[config.mk]
export PLATFORM = sky130hd
export DESIGN_NAME = popcount_accum_flat
export DESIGN_NICKNAME = d
export VERILOG_FILES = /design/src/rtl/popcount_accum_if.sv /design/src/rtl/popcount_accum.sv /design/src/flat_wrapper.sv
export SDC_FILE = /design/constraint.sdc
export NUM_CORES = 1
export LEC_CHECK = 0
export ABC_AREA = 1
export CAP_MARGIN = 10
export CORE_MARGIN = 2
export CORE_UTILIZATION = 45
export CTS_BUF_LIST = sky130_fd_sc_hd__clkbuf_8 sky130_fd_sc_hd__clkbuf_16
export DETAILED_ROUTE_END_ITERATION = 12
export GPL_ROUTABILITY_DRIVEN = 0
export PLACE_DENSITY_LB_ADDON = 0.08
export SLEW_MARGIN = 20
export SYNTH_ARGS = -nofsm -noshare
export SYNTH_HDL_FRONTEND = slang
export SYNTH_SLANG_ARGS = --single-unit
[constraint.sdc]
create_clock -name clk -period 2.91 [get_ports clk]
set_input_delay 0.4365 -clock clk [delete_from_list [all_inputs] [get_ports clk]]
set_output_delay 0.4365 -clock clk [all_outputs]
set_load 0.005 [all_outputs]
[src/rtl/popcount_accum_if.sv]
// rtl/popcount_accum_if.sv - word stream in, per-word and per-frame popcount results out
interface popcount_accum_if #(
    parameter int WIDTH = 4,
    parameter int ACC_W = 8
);
    localparam int CNT_W = $clog2(WIDTH + 1);

    logic             in_valid;
    logic [WIDTH-1:0] in_data;
    logic             in_last;
    logic             clear;
    logic             word_valid;
    logic [CNT_W-1:0] word_count;
    logic             frame_valid;
    logic [ACC_W-1:0] frame_count;
    logic             frame_sat;
    logic             busy;

    modport slave (
        input  in_valid, in_data, in_last, clear,
        output word_valid, word_count, frame_valid, frame_count, frame_sat, busy
    );

    modport master (
        output in_valid, in_data, in_last, clear,
        input  word_valid, word_count, frame_valid, frame_count, frame_sat, busy
    );
endinterface

[src/rtl/popcount_accum.sv]
// rtl/popcount_accum.sv - counts ones per word and sums them, saturating, over each frame
module popcount_accum #(
    parameter int WIDTH = 4,
    parameter int ACC_W = 8
) (
    input  logic                 clk,
    input  logic                 rst_n,
    popcount_accum_if.slave      bus
);
    localparam int CNT_W = $clog2(WIDTH + 1);
    // One spare bit so the clamp test sees the carry even if the count is wider than acc.
    localparam int SUM_W = ((ACC_W > CNT_W) ? ACC_W : CNT_W) + 1;
    localparam logic [SUM_W-1:0] ACC_MAX = {{(SUM_W - ACC_W){1'b0}}, {ACC_W{1'b1}}};

    typedef enum logic {IDLE = 1'b0, ACCUM = 1'b1} state_t;

    state_t             state_q, state_d;
    logic [ACC_W-1:0]   acc_q, acc_d;
    logic               sat_q, sat_d;
    logic               word_valid_q, word_valid_d;
    logic [CNT_W-1:0]   word_count_q, word_count_d;
    logic               frame_valid_q, frame_valid_d;
    logic [ACC_W-1:0]   frame_count_q, frame_count_d;
    logic               frame_sat_q, frame_sat_d;

    logic [CNT_W-1:0]   pc;
    logic [ACC_W-1:0]   base;
    logic [SUM_W-1:0]   sum;
    logic               clamp;
    logic [ACC_W-1:0]   acc_new;
    logic               sat_new;

    always_comb begin
        pc = '0;
        for (int i = 0; i < WIDTH; i++) begin
            pc = pc + CNT_W'(bus.in_data[i]);
        end

        // A word arriving in IDLE starts a fresh frame, so the old acc/sat are ignored.
        base    = (state_q == ACCUM) ? acc_q : '0;
        sum     = SUM_W'(base) + SUM_W'(pc);
        clamp   = (sum > ACC_MAX);
        acc_new = clamp ? {ACC_W{1'b1}} : sum[ACC_W-1:0];
        sat_new = ((state_q == ACCUM) && sat_q) || clamp;

        state_d       = state_q;
        acc_d         = acc_q;
        sat_d         = sat_q;
        word_valid_d  = 1'b0;
        word_count_d  = word_count_q;
        frame_valid_d = 1'b0;
        frame_count_d = frame_count_q;
        frame_sat_d   = frame_sat_q;

        if (bus.clear) begin
            state_d = IDLE;
            acc_d   = '0;
            sat_d   = 1'b0;
        end else if (bus.in_valid) begin
            word_valid_d = 1'b1;
            word_count_d = pc;
            if (bus.in_last) begin
                frame_valid_d = 1'b1;
                frame_count_d = acc_new;
                frame_sat_d   = sat_new;
                acc_d         = '0;
                sat_d         = 1'b0;
                state_d       = IDLE;
            end else begin
                acc_d   = acc_new;
                sat_d   = sat_new;
                state_d = ACCUM;
            end
        end
    end

    always_ff @(posedge clk or negedge rst_n) begin
        if (!rst_n) begin
            state_q       <= IDLE;
            acc_q         <= '0;
            sat_q         <= 1'b0;
            word_valid_q  <= 1'b0;
            word_count_q  <= '0;
            frame_valid_q <= 1'b0;
            frame_count_q <= '0;
            frame_sat_q   <= 1'b0;
        end else begin
            state_q       <= state_d;
            acc_q         <= acc_d;
            sat_q         <= sat_d;
            word_valid_q  <= word_valid_d;
            word_count_q  <= word_count_d;
            frame_valid_q <= frame_valid_d;
            frame_count_q <= frame_count_d;
            frame_sat_q   <= frame_sat_d;
        end
    end

    assign bus.word_valid  = word_valid_q;
    assign bus.word_count  = word_count_q;
    assign bus.frame_valid = frame_valid_q;
    assign bus.frame_count = frame_count_q;
    assign bus.frame_sat   = frame_sat_q;
    assign bus.busy        = (state_q == ACCUM);
endmodule
[src/flat_wrapper.sv]
// flat-port wrapper written by rule: the top's interface ports become plain ports
module popcount_accum_flat 
#(
    parameter int WIDTH = 4,
    parameter int ACC_W = 8
)
  (clk, rst_n, bus_in_valid, bus_in_data, bus_in_last, bus_clear, bus_word_valid, bus_word_count, bus_frame_valid, bus_frame_count, bus_frame_sat, bus_busy);
  popcount_accum_if #(.WIDTH(WIDTH), .ACC_W(ACC_W)) bus_i ();
  input  logic clk;
  input  logic rst_n;
  input wire logic [$bits(bus_i.in_valid)-1:0] bus_in_valid;
  input wire logic [$bits(bus_i.in_data)-1:0] bus_in_data;
  input wire logic [$bits(bus_i.in_last)-1:0] bus_in_last;
  input wire logic [$bits(bus_i.clear)-1:0] bus_clear;
  output wire logic [$bits(bus_i.word_valid)-1:0] bus_word_valid;
  output wire logic [$bits(bus_i.word_count)-1:0] bus_word_count;
  output wire logic [$bits(bus_i.frame_valid)-1:0] bus_frame_valid;
  output wire logic [$bits(bus_i.frame_count)-1:0] bus_frame_count;
  output wire logic [$bits(bus_i.frame_sat)-1:0] bus_frame_sat;
  output wire logic [$bits(bus_i.busy)-1:0] bus_busy;
  assign bus_i.in_valid = bus_in_valid;
  assign bus_i.in_data = bus_in_data;
  assign bus_i.in_last = bus_in_last;
  assign bus_i.clear = bus_clear;
  assign bus_word_valid = bus_i.word_valid;
  assign bus_word_count = bus_i.word_count;
  assign bus_frame_valid = bus_i.frame_valid;
  assign bus_frame_count = bus_i.frame_count;
  assign bus_frame_sat = bus_i.frame_sat;
  assign bus_busy = bus_i.busy;
  popcount_accum #(.WIDTH(WIDTH), .ACC_W(ACC_W)) u_core (.clk(clk), .rst_n(rst_n), .bus(bus_i));
endmodule
# After elaboration in Yosys (flattened, before gate mapping)
# Index checks and enable logic that the tools add are counted.
dict set report totals {
  regBits 24
  in_bits 9
  output_inout_bits 15
  elab_cells 35
}
dict set report op_classes {
  addsub 4
  n_lt_le_gt_ge 1
  mux 16
  bitwise_logic 1
  reduce_logical 5
}
# op count
set op_table {}
lappend op_table {{$mux 8} 5}
lappend op_table {{$mux 1} 11}
lappend op_table {{$add 8x3->9} 1}
lappend op_table {{$gt 9x8->1 const B} 1}
lappend op_table {{$add 3x1->3} 2}
lappend op_table {{$reduce_and 3->1} 1}
lappend op_table {{$add 1x1->2} 1}
lappend op_table {{$reduce_and 2->1} 1}
lappend op_table {{$reduce_bool 2->1} 1}
lappend op_table {{$logic_and 1x1->1} 1}
lappend op_table {{$logic_or 1x1->1} 1}
lappend op_table {{$not 1->1} 1}

# Longest topological paths before layout
dict set report depth {
  word_depth 9
  depth_mapped 13
}

# Worst setup path before layout
# Ideal clock, no wire load.
dict set report synth_timing {
  kind {in2reg}
  start {input bus_in_data[0]}
  end {register u_core.acc_q[5]}
  arrival_time_ps 2415
  t_required_ps 2794
  path_slack_ps 378
  path_stages 11
  path_cell_list {ha_1 -> fa_1 -> ha_1 -> fa_1 -> nand2_1 -> nand2_1 -> nand3_2 -> buf_6 -> nand3_2 -> nand2_1 -> nand2_1}
}
dict set report synth_between {
  elab_chain_cells 9
}
# item line_no
set synth_rtl {}
lappend synth_rtl {{start, declared} flat_wrapper.sv:12} ;# input wire logic [$bits(bus_i.in_data)-1:0] bus_in_data;
lappend synth_rtl {{$add 1x1->2 (*)} popcount_accum.sv:36} ;# pc = pc + CNT_W'(bus.in_data[i]);
lappend synth_rtl {{$add 3x1->3 (*) (2 in series)} popcount_accum.sv:36}
lappend synth_rtl {{via u_core.pc[1]} popcount_accum.sv:26} ;# logic [CNT_W-1:0] pc;
lappend synth_rtl {{$add 8x3->9 (*)} popcount_accum.sv:41} ;# sum = SUM_W'(base) + SUM_W'(pc);
lappend synth_rtl {{$gt 9x8->1} popcount_accum.sv:42} ;# clamp = (sum > ACC_MAX);
lappend synth_rtl {{$mux 8 (*)} popcount_accum.sv:43} ;# acc_new = clamp ? {ACC_W{1'b1}} : sum[ACC_W-1:0];
lappend synth_rtl {{$mux 8 (*)} popcount_accum.sv:62} ;# if (bus.in_last) begin
lappend synth_rtl {{$mux 8 (*)} popcount_accum.sv:59} ;# end else if (bus.in_valid) begin
lappend synth_rtl {{$mux 8 (*)} popcount_accum.sv:55} ;# if (bus.clear) begin
lappend synth_rtl {{end signal, assigned} popcount_accum.sv:80} ;# acc_q <= '0;
lappend synth_rtl {{end signal, assigned} popcount_accum.sv:89} ;# acc_q <= acc_d;
lappend synth_rtl {{end, declared} popcount_accum.sv:18} ;# logic [ACC_W-1:0] acc_q, acc_d;
# Mark *: on every way through the listed nets, which the timed path passes. The rest lies on a longest branch. The select of a mux whose other input is x is not followed.
# A chain may end at the register's enable or synchronous reset.

# Worst setup path in the final report
dict set report layout_timing {
  start {input bus_in_data[0]}
  end {register u_core.acc_q[2]}
}
# Same word-level chain as after synthesis.

==> flow_summary.ini <==
[outcome]
status = finished, final reports clean

[worst_setup_path]
cp.required_ps = 3070
worstSetupStartpoint = bus_in_data[0]
crit_path_end_kind = flip-flop
worstSetupPathType = in2reg
path_max_fanout = 10
timing.rr.end = u_core.acc_q[2]$_DFFE_PN0P_
crit_path_start_kind = primary input
rr_startpoint = u_core.bus.busy$_DFFE_PN0P_
reg2reg_slack_ps = 850
arrival_ps = 2960
reg2reg_depth = 10

[place]
dp_slack_ps = -211
hpwl_um = 1900
io_buffers = 23

[synth]
synthCells = 157
synth-simple-area-share_pct = 35.0
yosys_register_bits = 24
synth-xor-area-share_pct = 0.691
ys.flop_type = dfrtp_1
synth_compound_area_share_pct = 2.27
synth_top_area_share_pct = 47.4
synth-seq-area-share_pct = 47.4
synth_area_um2 = 1270
syn_nets = 173
ys_async_sr_fraction_pct = 100
synth_top_family_by_area = simple AND/OR/NAND/NOR gates
synthTopCellsByCount = nand2_1 (81), dfrtp_1 (24), inv_1 (14), nand3_1 (7)
synth_most_common_cell = nand2_1
synth_area_leaders = dfrtp_1 (47%), nand2_1 (24%), ha_1 (4.9%), inv_1 (4.1%), fa_1 (3.2%)
yosys_warnings = 0
postSynthAreaPerCell_um2 = 8.07
synthAdderAreaFrac_pct = 8.09
synth-edff-count = 0
netlist.top_cell.by_area = dfrtp_1
synthMuxAreaShare_pct = 0
ys_types = 17

[floorplan]
core_um2 = 2710
fp.dieW_um = 57.1
dieArea_um2 = 3260
die_h_um = 57.1
core.rowCount = 19
start_util_pct = 46.8
num_io_pins = 24

[timing]
fmax_mhz = 358
finalSetupTns_ps = 0
finalCritPeriodShare_pct = 96.0
period_minus_slack_ps = 2790
fin_ws_ps = 116
worstMarginPinSlew_ps = 751
drv_slew = 0
final-setup-viol-count = 0
hold_viol_final = 0
rsz0062_at_grt = false
slew_headroom_pct = 49.7
fin_skew_ps = 4.97

[detailed_routing]
ant_nets = 0
via_per_inst = 4.88
dr.pass1.iters = 4
dr_total_vias = 1059
drc = 0
drt_wl_total_um = 2550
wire_per_inst_um = 11.8
drt_iter0_drc = 25

[pwr]
ir_worst_vdd_v = 0.000322
p_sw_share_pct = 22.5
switching_power_mw = 0.175
internal_power_mw = 0.603
comb_power_share_pct = 15.3
power_leakage_nw = 0.904
power.density_nw_per_um2 = 478
seqPwrFrac_pct = 47.1
clkPwrFrac_pct = 37.6

[worst_hold_path]
worstHoldEndpoint = u_core.bus.word_count[1]$_DFFE_PN0P_
hp-start = u_core.bus.word_count[1]$_DFFE_PN0P_
worstHoldPathType = reg2reg
whs_path_depth = 2

[grt]
grt_usage_pct = 18.8
grt_pass1_wl_um = 4800
antenna_found_initial = 0
grt_max_degree = 25
grt_pass1_vias = 1069
grt-ovfl-total = 0

[finish]
final_layout_size_suffix_gt1_share_pct = 10.2
antennaDiodeCount = 0
fin_nets = 203
utilization_pct = 60.1
area_delta_synth_final_pct = 28.5

[cts]
clk_latency_ps = 270
cts-root-buf = clkbuf_8
h-tree-depth = 1
cts_buffers = 3
clock_sinks = 24
tritoncts = built
hold_buffers = 0
clockBufferDepth = 2
clk_pin_slew_ps = 80

[job]
cap_violations = 0
## critical path: stages
cell	delay, ps
clkdlybuf4s50_1	400
ha_1	300
fa_1	370
ha_1	330
fa_1	460
nand2_1	120
nand2_2	100
nand3_4	150
o21ai_0	140
nand2_1	80
nand2_1	50
## per-stage QoR
stage                     instance area, µm²  cells  hold slack [ps]  total power [mW]
after detailed placement                1550    213              465             0.494
after global placement                  1550    213              455             0.492
final                                   1630    217              477             0.779
after floorplan                         1270    157              141             0.421
after CTS                               1620    217              484             0.790
after global routing                    1630    217              528             0.823
## per-layer routing
layer	track usage (%)	share of wire [%]	vias up
li1	-	-	541
met1	25.7	49	489
met2	29.7	45	24
met3	3.40	4.2	5
met4	7.64	1.6	0
met5	0	0	-
## power groups by stage
stage / combinational (mW) / sequential [mW] / clock [mW]
CTS: 0.121 / 0.367 / 0.302
floorplan: 0.0486 / 0.372 / 0
detailed placement: 0.120 / 0.374 / 0
global route: 0.135 / 0.370 / 0.319
finish: 0.119 / 0.366 / 0.293
global placement: 0.120 / 0.372 / 0
## worst max path at each step
stage	to	slack, ps
final	u_core.acc_q[2]$_DFFE_PN0P_	120
after detailed placement	u_core.acc_q[2]$_DFFE_PN0P_	-210
after CTS	u_core.acc_q[2]$_DFFE_PN0P_	60
after global placement	u_core.bus.frame_count[2]$_DFFE_PN0P_	-150
after floorplan	u_core.acc_q[5]$_DFFE_PN0P_	380
after global routing	u_core.acc_q[2]$_DFFE_PN0P_	1
## sequential cells by signal, summed over array words and instances, names as in the netlist
name / cells
u_core.acc_q: 8
u_core.bus.frame_count: 8
u_core.bus.word_count: 3
u_core.bus.busy: 1
u_core.bus.frame_sat: 1
u_core.bus.frame_valid: 1
u_core.bus.word_valid: 1
u_core.sat_q: 1
## cell families after synthesis
logic type	count (synthesis)
xor+xnor	1
buf+inv	18
compound gates	5
fa+ha+maj	7
flops	24
simple gates	102
## layout by cell type, fill, tap and decap left out
master           instances
nand4_1                  1
clkbuf_8                 3
nor2_4                   3
nor2_1                   5
xnor2_1                  1
dfrtp_1                 24
nand2_1                 80
nand3_4                  1
fa_1                     2
buf_4                    5
a31oi_1                  3
ha_1                     5
nand3_1                  7
nor2_2                   1
nand2_2                  1
o21ai_0                  2
inv_2                    1
inv_1                   14
nand3_2                  3
clkdlybuf4s50_1         23
bufinv_16                1
## repair_timing
action | in CTS | in global routing
gates resized for setup | 0 | 2
buffers inserted | 0 | 0
setup endpoints to repair | 0 | 17
## final cells by class
class	instances	area (µm²)
clock buffers	3	41.3
clock inverters	1	30.0
fillers	251	1080
inverters	15	56.3
multi-input cells	115	594
flip-flops and latches	24	601
well taps	31	38.8
repair buffers	28	268
Power figures use the tool's default switching activity.
